`config.mk`:
```
export PLATFORM = sky130hd
export DESIGN_NAME = uart_rx_frame
export DESIGN_NICKNAME = d
export VERILOG_FILES = /design/src/rtl/uart_pkg.sv /design/src/rtl/uart_rx_sync.sv /design/src/rtl/uart_rx_frame.sv
export SDC_FILE = /design/constraint.sdc
export NUM_CORES = 1
export LEC_CHECK = 0
export CAP_MARGIN = 20
export CORE_ASPECT_RATIO = 0.75
export CORE_MARGIN = 4
export CORE_UTILIZATION = 59
export DETAILED_ROUTE_END_ITERATION = 8
export HOLD_SLACK_MARGIN = 0.03
export PLACE_DENSITY = 0.83
export SLEW_MARGIN = 10
export SYNTH_ARGS = -nofsm -noshare
export SYNTH_HDL_FRONTEND = slang
export SYNTH_HIERARCHICAL = 1
export SYNTH_SLANG_ARGS = --single-unit
```
`constraint.sdc`:
```
create_clock -name clk -period 3.95 [get_ports clk]
set_clock_uncertainty 0.1 [all_clocks]
set_input_delay 0.79 -clock clk [delete_from_list [all_inputs] [get_ports clk]]
set_output_delay 0.79 -clock clk [all_outputs]
set_load 0.05 [all_outputs]
```
`src/rtl/uart_pkg.sv`:
```
// Shared definitions for the uart blocks: receiver state encoding, parity
// sense constants and the counter-width helper.
// Latency: n/a (package). Backpressure: n/a (package).
package uart_pkg;

   // Receiver frame states. PARITY is only entered when parity is compiled in.
   typedef enum logic [2:0] {
      IDLE      = 3'd0,
      START     = 3'd1,
      DATA      = 3'd2,
      PARITY    = 3'd3,
      STOP      = 3'd4,
      WAIT_IDLE = 3'd5
   } state_t;

   // Parity sense selectors.
   localparam logic EVEN = 1'b0;
   localparam logic ODD  = 1'b1;

   // Width of a counter that must hold values 0..n-1 (never narrower than 1 bit).
   function automatic int cnt_width(input int n);
      return (n <= 2) ? 1 : $clog2(n);
   endfunction

endpackage

```
`src/rtl/uart_rx_sync.sv`:
```
// Two-flop synchroniser for an asynchronous single-bit input, with a
// parametrised reset value so an idle-high line does not look active out of reset.
// Latency: 2 clk cycles. Backpressure: none (free running).
// Ports: clk, rst (async active-high), d_i (async input), q_o (synchronised output).
module uart_rx_sync #(
   parameter logic RST_VAL = 1'b1
) (
   input  logic clk,
   input  logic rst,
   input  logic d_i,
   output logic q_o
);

   logic meta_q;
   logic sync_q;

   always_ff @(posedge clk or posedge rst) begin
      if (rst) begin
         meta_q <= RST_VAL;
         sync_q <= RST_VAL;
      end else begin
         meta_q <= d_i;
         sync_q <= meta_q;
      end
   end

   assign q_o = sync_q;

endmodule

```
`src/rtl/uart_rx_frame.sv`:
```
// Parametrised UART receiver with false-start rejection, framing-error
// detection, break-safe recovery and a valid/ready holding register.
// Latency: commit ~2 + CPP/2 + (DATA_WIDTH+P+STOP_BITS)*CPP cycles after the start edge.
// Backpressure: one holding word; a word completing while it is unconsumed is
// dropped and reported with a one-cycle overrun pulse.
// Optional feature: define UART_RX_PARITY_EN to expect one parity bit per frame.
// Ports: clk, rst (async active-high), rx (serial in, idle high),
//        m_valid/m_ready (output handshake), data_out, frame_err, parity_err
//        (qualified by m_valid), overrun (pulse), busy (not IDLE).
module uart_rx_frame
   import uart_pkg::*;
#(
   parameter int CLOCKS_PER_PULSE = 16,
   parameter int DATA_WIDTH       = 8,
   parameter int STOP_BITS        = 1,
   parameter int PARITY_ODD       = 0
) (
   input  logic                  clk,
   input  logic                  rst,
   input  logic                  rx,
   output logic                  m_valid,
   input  logic                  m_ready,
   output logic [DATA_WIDTH-1:0] data_out,
   output logic                  frame_err,
   output logic                  parity_err,
   output logic                  overrun,
   output logic                  busy
);

   localparam int CW = cnt_width(CLOCKS_PER_PULSE);
   localparam int BW = cnt_width(DATA_WIDTH + 1);

   localparam logic [CW-1:0] CNT_HALF  = CW'(CLOCKS_PER_PULSE / 2 - 1);
   localparam logic [CW-1:0] CNT_LAST  = CW'(CLOCKS_PER_PULSE - 1);
   localparam logic [BW-1:0] BIT_LAST  = BW'(DATA_WIDTH - 1);
   localparam logic [BW-1:0] STOP_LAST = BW'(STOP_BITS - 1);

   // Reject unusable configurations at elaboration.
   if (CLOCKS_PER_PULSE < 4 || (CLOCKS_PER_PULSE % 2) != 0) begin : g_bad_cpp
      $error("CLOCKS_PER_PULSE must be even and >= 4");
   end
   if (DATA_WIDTH < 5 || DATA_WIDTH > 16) begin : g_bad_dw
      $error("DATA_WIDTH must be 5..16");
   end
   if (STOP_BITS < 1 || STOP_BITS > 2) begin : g_bad_sb
      $error("STOP_BITS must be 1 or 2");
   end
   if (PARITY_ODD != int'(EVEN) && PARITY_ODD != int'(ODD)) begin : g_bad_par
      $error("PARITY_ODD must be 0 or 1");
   end

   // ---------------------------------------------------------------------
   // Input synchroniser: resets high so reset does not fake a start bit.
   // ---------------------------------------------------------------------
   logic rx_s;

   uart_rx_sync #(.RST_VAL(1'b1)) u_sync (
      .clk (clk),
      .rst (rst),
      .d_i (rx),
      .q_o (rx_s)
   );

   // ---------------------------------------------------------------------
   // Frame state machine
   // ---------------------------------------------------------------------
   state_t                  state_q, state_d;
   logic [CW-1:0]           cnt_q, cnt_d;
   logic [BW-1:0]           bit_q, bit_d;
   logic [DATA_WIDTH-1:0]   shreg_q, shreg_d;
   logic                    ferr_pend_q, ferr_pend_d;
   logic                    commit;
   logic                    commit_ferr;
   logic                    commit_perr;
`ifdef UART_RX_PARITY_EN
   localparam logic PAR_SENSE = (PARITY_ODD != 0) ? ODD : EVEN;
   logic                    par_q, par_d;
`endif

   always_ff @(posedge clk or posedge rst) begin
      if (rst) begin
         state_q     <= IDLE;
         cnt_q       <= '0;
         bit_q       <= '0;
         shreg_q     <= '0;
         ferr_pend_q <= 1'b0;
`ifdef UART_RX_PARITY_EN
         par_q       <= 1'b0;
`endif
      end else begin
         state_q     <= state_d;
         cnt_q       <= cnt_d;
         bit_q       <= bit_d;
         shreg_q     <= shreg_d;
         ferr_pend_q <= ferr_pend_d;
`ifdef UART_RX_PARITY_EN
         par_q       <= par_d;
`endif
      end
   end

   always_comb begin
      state_d     = state_q;
      cnt_d       = cnt_q + 1'b1;
      bit_d       = bit_q;
      shreg_d     = shreg_q;
      ferr_pend_d = ferr_pend_q;
      commit      = 1'b0;
      commit_ferr = 1'b0;
`ifdef UART_RX_PARITY_EN
      par_d       = par_q;
`endif
      unique case (state_q)
         IDLE: begin
            cnt_d       = '0;
            bit_d       = '0;
            ferr_pend_d = 1'b0;
            if (!rx_s) state_d = START;
         end
         START: begin
            // Mid-start-bit check: a high line here was a glitch.
            if (cnt_q == CNT_HALF) begin
               cnt_d   = '0;
               state_d = rx_s ? IDLE : DATA;
            end
         end
         DATA: begin
            if (cnt_q == CNT_LAST) begin
               cnt_d   = '0;
               // LSB arrives first, so shift in from the top.
               shreg_d = {rx_s, shreg_q[DATA_WIDTH-1:1]};
               if (bit_q == BIT_LAST) begin
                  bit_d = '0;
`ifdef UART_RX_PARITY_EN
                  state_d = PARITY;
`else
                  state_d = STOP;
`endif
               end else begin
                  bit_d = bit_q + 1'b1;
               end
            end
         end
`ifdef UART_RX_PARITY_EN
         PARITY: begin
            if (cnt_q == CNT_LAST) begin
               cnt_d   = '0;
               par_d   = rx_s;
               state_d = STOP;
            end
         end
`endif
         STOP: begin
            if (cnt_q == CNT_LAST) begin
               cnt_d       = '0;
               commit_ferr = ferr_pend_q | ~rx_s;
               ferr_pend_d = commit_ferr;
               if (bit_q == STOP_LAST) begin
                  // Leave at mid-stop-bit so a following start edge is not missed;
                  // a low stop may be a break, so wait for the line to recover.
                  commit  = 1'b1;
                  bit_d   = '0;
                  state_d = commit_ferr ? WAIT_IDLE : IDLE;
               end else begin
                  bit_d = bit_q + 1'b1;
               end
            end
         end
         WAIT_IDLE: begin
            cnt_d = '0;
            if (rx_s) state_d = IDLE;
         end
         default: begin
            cnt_d   = '0;
            state_d = IDLE;
         end
      endcase
   end

`ifdef UART_RX_PARITY_EN
   assign commit_perr = (^shreg_q) ^ par_q ^ PAR_SENSE;
`else
   assign commit_perr = 1'b0;
`endif

   // ---------------------------------------------------------------------
   // Output holding register
   // ---------------------------------------------------------------------
   logic                  m_valid_q, m_valid_d;
   logic [DATA_WIDTH-1:0] data_q, data_d;
   logic                  ferr_q, ferr_d;
   logic                  perr_q, perr_d;
   logic                  ovr_q, ovr_d;

   always_comb begin
      m_valid_d = m_valid_q;
      data_d    = data_q;
      ferr_d    = ferr_q;
      perr_d    = perr_q;
      ovr_d     = 1'b0;
      if (m_valid_q && m_ready) m_valid_d = 1'b0;
      if (commit) begin
         // A word being consumed this cycle frees the register for the new one.
         if (!m_valid_q || m_ready) begin
            m_valid_d = 1'b1;
            data_d    = shreg_q;
            ferr_d    = commit_ferr;
            perr_d    = commit_perr;
         end else begin
            ovr_d = 1'b1;
         end
      end
   end

   always_ff @(posedge clk or posedge rst) begin
      if (rst) begin
         m_valid_q <= 1'b0;
         data_q    <= '0;
         ferr_q    <= 1'b0;
         perr_q    <= 1'b0;
         ovr_q     <= 1'b0;
      end else begin
         m_valid_q <= m_valid_d;
         data_q    <= data_d;
         ferr_q    <= ferr_d;
         perr_q    <= perr_d;
         ovr_q     <= ovr_d;
      end
   end

   assign m_valid    = m_valid_q;
   assign data_out   = data_q;
   assign frame_err  = ferr_q;
   assign parity_err = perr_q;
   assign overrun    = ovr_q;
   assign busy       = (state_q != IDLE);

endmodule

```
==> results of run 1 <==
-- worst min-delay path by stage --
stage	slack, ns	end
5_1_grt	0.27	u_sync/q_o$_DFF_PP1_
3_3_place_gp	0.25	u_sync/q_o$_DFF_PP1_
4_1_cts	0.27	u_sync/q_o$_DFF_PP1_
2_1_floorplan	0.25	u_sync/q_o$_DFF_PP1_
6_report	0.27	u_sync/q_o$_DFF_PP1_
3_5_place_dp	0.25	u_sync/q_o$_DFF_PP1_
-- synth_stat cells (2+ instances only) --
cell type | number | area share
sky130_fd_sc_hd__clkbuf_1 | 3 | 0.0070
sky130_fd_sc_hd__mux2_4 | 9 | 0.084
sky130_fd_sc_hd__ha_1 | 3 | 0.023
sky130_fd_sc_hd__a21oi_1 | 2 | 0.0062
sky130_fd_sc_hd__xor2_1 | 3 | 0.016
sky130_fd_sc_hd__nand2b_1 | 5 | 0.019
sky130_fd_sc_hd__inv_1 | 8 | 0.019
sky130_fd_sc_hd__dfstp_2 | 2 | 0.033
sky130_fd_sc_hd__o21ai_0 | 2 | 0.0062
sky130_fd_sc_hd__nand3_1 | 4 | 0.012
sky130_fd_sc_hd__dfrtp_1 | 31 | 0.48
sky130_fd_sc_hd__and3b_1 | 2 | 0.011
sky130_fd_sc_hd__nand2_1 | 3 | 0.0070
sky130_fd_sc_hd__buf_4 | 2 | 0.0094
sky130_fd_sc_hd__or2_2 | 2 | 0.0078
sky130_fd_sc_hd__nor2_1 | 8 | 0.019
sky130_fd_sc_hd__nand3b_1 | 2 | 0.0094
sky130_fd_sc_hd__mux2i_1 | 2 | 0.012
sky130_fd_sc_hd__mux2_2 | 11 | 0.077
-- stage by stage --
stage | setup WS (ns) | total power [µW] | util
after detailed placement | 1.42 | 736 | 0.686
after floorplan | 1.81 | 667 | -
after global placement | 1.44 | 710 | 0.675
after CTS | 1.04 | 1000 | 0.719
final | 1.06 | 991 | 0.719
after global routing | 0.979 | 1060 | 0.719
-- registers in the layout (all words and copies together), names as in the netlist, 3 cells and up --
name / cells
cnt_q: 4
state_q: 3
bit_q: 4
shreg_q: 8
data_out: 8
-- metal layers --
metal,part of all wire,up-vias
met5,0,-
met1,0.43,503
li1,-,482
met3,0.048,9
met4,0.022,0
met2,0.50,23
-- final cells by class --
type | count | area [µm²] | share of cell area
clock buffers | 7 | 55.1 | 0.0294
clock inverters | 1 | 30.0 | 0.0161
inverters | 8 | 30.0 | 0.0161
multi-input cells | 82 | 704 | 0.377
flip-flops and latches | 33 | 828 | 0.443
well taps | 36 | 45.0 | 0.0241
repair buffers | 16 | 178 | 0.0950
-- placed cells by master, fill, tap and decap left out, types with 2 or more instances in the layout --
master                            count
sky130_fd_sc_hd__mux2i_1              2
sky130_fd_sc_hd__mux2_4               9
sky130_fd_sc_hd__o21ai_0              2
sky130_fd_sc_hd__nand2b_1             5
sky130_fd_sc_hd__ha_1                 3
sky130_fd_sc_hd__nand3_1              4
sky130_fd_sc_hd__and3b_1              2
sky130_fd_sc_hd__nand2_1              3
sky130_fd_sc_hd__dfstp_2              2
sky130_fd_sc_hd__nor2_1               8
sky130_fd_sc_hd__mux2_2              11
sky130_fd_sc_hd__clkdlybuf4s50_1     15
sky130_fd_sc_hd__dfrtp_1             31
sky130_fd_sc_hd__or2_2                2
sky130_fd_sc_hd__nand3b_1             2
sky130_fd_sc_hd__clkbuf_4             5
sky130_fd_sc_hd__a21oi_1              2
sky130_fd_sc_hd__inv_1                8
sky130_fd_sc_hd__xor2_1               3
-- critical path, stage by stage (launching register included) --
cell	delay [ns]
sky130_fd_sc_hd__dfrtp_1	0.56
sky130_fd_sc_hd__or3_1	0.40
sky130_fd_sc_hd__clkdlybuf4s50_1	0.71
-- cell families after synthesis --
family,after synthesis
buf+inv,15
compound gates,13
flops,33
mux,22
simple gates,38
fa+ha+maj,4
xor+xnor,4
other cells,1
-- power groups by stage --
stage	clock network (µW)	registers, µW	logic, µW
4_1_cts	268	428	304
2_1_floorplan	0	395	272
6_report	260	429	301
5_1_grt	284	438	334
3_3_place_gp	0	430	281
3_5_place_dp	0	434	302
==> run_results.csv, run 1 <==
group,metric,value,unit
route,drt-initial-drc-count,50,
pwr,p_comb_frac,0.304,
yosys,synth_top_family_by_area,"multiplexers",
floorplan,placementRows,16,
run,max_cap_violations,0,
sta,setup_tns,0,ns
route,route.antenna.remaining_nets,0,
global_routing,grt_first_pass_wirelength,4640,µm
sta,worst_slew_pin_slew,0.502,ns
yosys,syn-cell-area,1610,µm²
sta,slew_viol_final,0,
pwr,p_per_area,530,nW/µm²
yosys,synth-compound-area-share,0.0592,
route,postRouteWirelength,2720,µm
pwr,switching_share,0.338,
clocking,clock_path_buffers,2,
clocking,holdBufCountCts,0,
floorplan,die_w,68.2,µm
route,wl_per_cell,14.9,µm
sta,whs,0.265,ns
critical_path,critical_path.reg2reg.endpoint,"data_out[2]$_DFFE_PP0P_",
status,outcome,"complete, no violations",
clocking,clock_slew_at_the_register_clock_pins_of_the_worst_setup_and_hold_paths,0.10,ns
pwr,cellLeakagePower,0.000915,µW
yosys,asyncSetResetFlopFracSynth,1.00,
yosys,synth-seq-area-share,0.516,
yosys,synth_mux_area_frac,0.174,
sta,final.period_utilization,0.731,
global_routing,grt_most_used_layer,"met2",
global_routing,grt_overflow,0,
clocking,number_of_buffers_inserted_during_clock_tree_synthesis,5,
sta,timing_hold_violations_final,0,
yosys,synthFlopType,"sky130_fd_sc_hd__dfrtp_1",
yosys,ys.warnings.count,6,
floorplan,floorplan.initialDensity,0.617,
clocking,cts-resized-gates,0,
floorplan,fp.coreArea,2600,µm²
yosys,synth-seq-cells,33,
critical_path,critPathLaunchType,"flip-flop",
pwr,ir_drop,0.465,mV
yosys,average_size_of_a_mapped_cell,12.3,µm²
global_routing,grt_max_degree,24,
min_path,hold_path_class,"flip-flop to flip-flop",
yosys,syn-instance-count,130,
placed_design,placedInstanceArea,1790,µm²
sta,clock.fmax,0.346,GHz
critical_path,r2r_start,"bit_q[0]$_DFFE_PP0P_",
route,detailroute.via_count,1017,
yosys,synth.net_count,137,
critical_path,worstSetupPathType,"flip-flop to output port",
sta,time_the_worst_path_needs_with_i_o_delays_and_setup,2.89,ns
pwr,power.switching,335,µW
cells_and_area,final_nets,153,
yosys,yosys.area_share.adder,0.0296,
cells_and_area,synthToLayoutAreaGrowth,16.5,%
clocking,tritoncts,"done",
critical_path,endpoint_type_of_the_worst_setup_path,"output port",
route,first_pass_iters,4,
floorplan,design.die.area,3630,µm²
floorplan,floorplan.die.height,53.2,µm
critical_path,critPathRequiredTime,3.06,ns
route,drcViolationCount,0,
placed_design,port-buffer-count,15,
cells_and_area,fillers,181,
yosys,synth-edff-count,0,
critical_path,critical_path.startpoint,"state_q[0]$_DFFE_PP0P_",
clocking,numClockSinks,33,
yosys,synth.lib_cells_used.distinct,45,
clocking,insertion_delay,0.34,ns
sta,slew_headroom,0.664,
pwr,power_report.internal_total,656,µW
global_routing,number_of_global_route_vias_before_repair,983,
clocking,clk_root_buffer_cell,"sky130_fd_sc_hd__clkbuf_4",
pwr,clockPowerShare,0.263,
clocking,cts_max_level,2,
global_routing,grt.total_usage,0.183,
critical_path,cp.arrival,2.00,ns
critical_path,endpoint,"busy",
min_path,timing.hold.worst_path_depth,0,
placed_design,place.detailed.hpwl,2060,µm
placed_design,routabilityCongestion,0.839,
global_routing,antenna_violations_before_repair,0,
cells_and_area,final_layout_size_suffix_gt1_frac,0.245,
critical_path,setup.reg_to_reg.worst_slack,1.75,ns
sta,endpoints_failing_setup,0,
critical_path,worstRegToRegCells,6,
min_path,worst_hold_start,"u_sync/meta_q$_DFF_PP1_",
placed_design,numPlacedInstances,175,
route,routed_via_density,5.56,
global_routing,grt_use_met3,0.0594,
pwr,power.share.sequential,0.433,
cells_and_area,n_antenna_cell,0,
cells_and_area,non_filler_cell_area_final,1870,µm²
global_routing,grt_util_met1,0.223,
clocking,post_cts_buffers,0,
yosys,xor_xnor_share_of_the_synthesized_area,0.0218,
floorplan,num_io_pins,17,
sta,grt_setup_unrepaired,"no",
yosys,synth_simple_gate_area_share,0.152,
global_routing,grt_util_met2,0.290,
cells_and_area,post_layout_nonfiller_instances,183,
critical_path,critPathMaxFanout,18,
(Power assumes the default switching activity.)
==> inputs of run 2 (changes only) <==
CORE_UTILIZATION = 50   (was 59)
PLACE_DENSITY = 0.75   (was 0.83)
clock period = 2.4 ns   (was 3.95 ns; I/O delays follow)
==> run_results.csv, run 2 (synthesis results as in run 1) <==
group,metric,value,unit
route,detailroute.via_count,987,
sta,grt_setup_unrepaired,"no",
placed_design,dp_slack,0.205,ns
sta,clock.fmax,0.454,GHz
sta,worst_slew_pin_slew,0.511,ns
cells_and_area,synthToLayoutAreaGrowth,18.2,%
clocking,post_cts_buffers,0,
global_routing,grt_util_met1,0.184,
global_routing,grt_use_met3,0.0651,
placed_design,place.detailed.hpwl,1970,µm
critical_path,max_stage_delay_cell_worst_path,"sky130_fd_sc_hd__or4b_4",
clocking,number_of_buffers_inserted_during_clock_tree_synthesis,5,
global_routing,grt_most_used_layer,"met2",
critical_path,endpoint_type_of_the_worst_setup_path,"flip-flop",
floorplan,fp.coreArea,3000,µm²
critical_path,cp_cell_sequence,"inv_1 > ha_1 > nor3b_2 > or4b_4 > nand2b_4 > mux2_4",
floorplan,num_io_pins,17,
clocking,clk_root_buffer_cell,"sky130_fd_sc_hd__clkbuf_8",
pwr,clockPowerShare,0.307,
critical_path,cp.arrival,2.28,ns
route,postRouteWirelength,2640,µm
global_routing,number_of_global_route_vias_before_repair,1011,
sta,postLayoutSetupSlackWorst,0.197,ns
cells_and_area,final_nets,155,
clocking,tritoncts,"done",
global_routing,grt_max_degree,32,
pwr,ir_drop,0.747,mV
route,route.antenna.remaining_nets,0,
cells_and_area,most_frequent_standard_cell_in_the_layout_excluding_fill_and_tap_cells,"sky130_fd_sc_hd__dfrtp_1",
floorplan,design.die.area,4190,µm²
sta,setup_tns,0,ns
clocking,cts-resized-gates,0,
clocking,clock_slew_at_the_register_clock_pins_of_the_worst_setup_and_hold_paths,0.07,ns
placed_design,routabilityCongestion,0.788,
sta,slew_viol_final,0,
floorplan,floorplan.die.height,57.1,µm
sta,final.period_utilization,0.918,
status,outcome,"complete, no violations",
critical_path,critPathMaxFanout,9,
min_path,hold_path_class,"flip-flop to flip-flop",
pwr,power_report.internal_total,1180,µW
cells_and_area,n_antenna_cell,0,
sta,slew_headroom,0.660,
floorplan,die_w,73.4,µm
floorplan,floorplan.initialDensity,0.535,
global_routing,grt_first_pass_wirelength,4630,µm
route,routed_via_density,5.28,
route,wl_per_cell,14.1,µm
route,drcViolationCount,0,
clocking,insertion_delay,0.28,ns
cells_and_area,final_layout_size_suffix_gt1_frac,0.262,
pwr,power.switching,550,µW
critical_path,cp_slowest_stage_delay,0.51,ns
global_routing,antenna_violations_before_repair,0,
global_routing,grt_overflow,0,
clocking,holdBufCountCts,0,
critical_path,critPathLaunchType,"flip-flop",
route,drt-initial-drc-count,21,
pwr,cellLeakagePower,0.000931,µW
clocking,numClockSinks,33,
run,max_cap_violations,0,
pwr,p_comb_frac,0.294,
critical_path,critPathBufInv,1,
pwr,switching_share,0.319,
critical_path,critPathRequiredTime,2.47,ns
floorplan,placementRows,17,
sta,timing_hold_violations_final,0,
placed_design,port-buffer-count,15,
sta,time_the_worst_path_needs_with_i_o_delays_and_setup,2.20,ns
critical_path,worst_path_dominant_cell_family,"simple AND/OR/NAND/NOR gates",
critical_path,worstSetupPathType,"flip-flop to flip-flop",
clocking,clock_path_buffers,2,
clocking,cts_max_level,2,
cells_and_area,fillers,222,
route,first_pass_iters,4,
pwr,power.share.sequential,0.399,
global_routing,grt.total_usage,0.145,
cells_and_area,layout_common_cells,"sky130_fd_sc_hd__dfrtp_1, sky130_fd_sc_hd__clkdlybuf4s50_1, sky130_fd_sc_hd__mux2_2",
sta,endpoints_failing_setup,0,
pwr,p_per_area,910,nW/µm²
global_routing,grt_util_met2,0.223,
[run 2: cell count changes in the layout (fill, tap and decap cells not counted)]
cell                              before  now
sky130_fd_sc_hd__clkbuf_4              5    0
sky130_fd_sc_hd__clkbuf_8              1    6
sky130_fd_sc_hd__buf_4                 0    4
sky130_fd_sc_hd__buf_16                1    0
sky130_fd_sc_hd__clkdlybuf4s50_1      15   14
[run 2: metrics by stage]
stage                     total power, µW   util  std cells  hold WS (ns)  area [µm²]
after floorplan                      1100      -        130         0.245        1610
after global placement               1190  0.594        179         0.248        1780
after detailed placement             1210  0.594        179         0.252        1780
after CTS                            1740  0.632        187         0.262        1900
after global routing                 1840  0.632        187         0.267        1900
final                                1730  0.632        187         0.259        1900
[run 2: per-layer routing]
metal | vias to the layer above | part of all wire
met1 | 478 | 0.48
met4 | 0 | 0.014
met2 | 19 | 0.45
met3 | 7 | 0.056
li1 | 483 | -
met5 | - | 0
[run 2: cell type report]
type	count	area, µm²	share of cell area
repair buffers	18	170	0.0897
clock buffers	7	86.3	0.0455
clock inverters	1	30.0	0.0158
flip-flops and latches	33	828	0.437
well taps	38	47.5	0.0251
inverters	8	30.0	0.0158
multi-input cells	82	704	0.371
[run 2: final timing paths]
check | startpoint | endpoint | slack (ns) | depth (start not counted)
worst max-delay path | bit_q[0]$_DFFE_PP0P_ | data_out[5]$_DFFE_PP0P_ | 0.20 | 6
worst min-delay path | u_sync/meta_q$_DFF_PP1_ | u_sync/q_o$_DFF_PP1_ | 0.26 | 0
worst max register to register | bit_q[0]$_DFFE_PP0P_ | data_out[5]$_DFFE_PP0P_ | 0.20 | 6
worst min register to register | u_sync/meta_q$_DFF_PP1_ | u_sync/q_o$_DFF_PP1_ | 0.26 | 0
max in group asynchronous | rst | bit_q[1]$_DFFE_PP0P_ | 1.42 | 3
min in group asynchronous | rst | u_sync/q_o$_DFF_PP1_ | 0.46 | 2
[run 2: power groups by stage]
stage | Combinational (µW) | Sequential, µW | Clock, µW
final | 508 | 689 | 529
after CTS | 512 | 686 | 544
after detailed placement | 509 | 697 | 0
after floorplan | 447 | 650 | 0
after global placement | 497 | 693 | 0
after global routing | 568 | 699 | 573
[run 2: worst reg2reg max path: cells and delay by family, from the launching register on]
family	cells	cell delay (ns)
AND/OR/NAND/NOR	3	1.00
flip-flops	1	0.40
multiplexers	1	0.32
adder cells (fa/ha/maj)	1	0.16
buffers and inverters	1	0.12
==> inputs of run 3 (changes only) <==
ABC_CLOCK_PERIOD_IN_PS = 2400   (was default)
HOLD_SLACK_MARGIN = 0.06   (was 0.03)
MAX_ROUTING_LAYER = met4   (was default)
==> results of run 3 <==
Final layout, timing and power as in run 2 (identical DEF).
Main changes from that run: final weighted congestion in routability-driven placement 0.788 -> 0.799; overall routing resource usage 0.145 -> 0.150
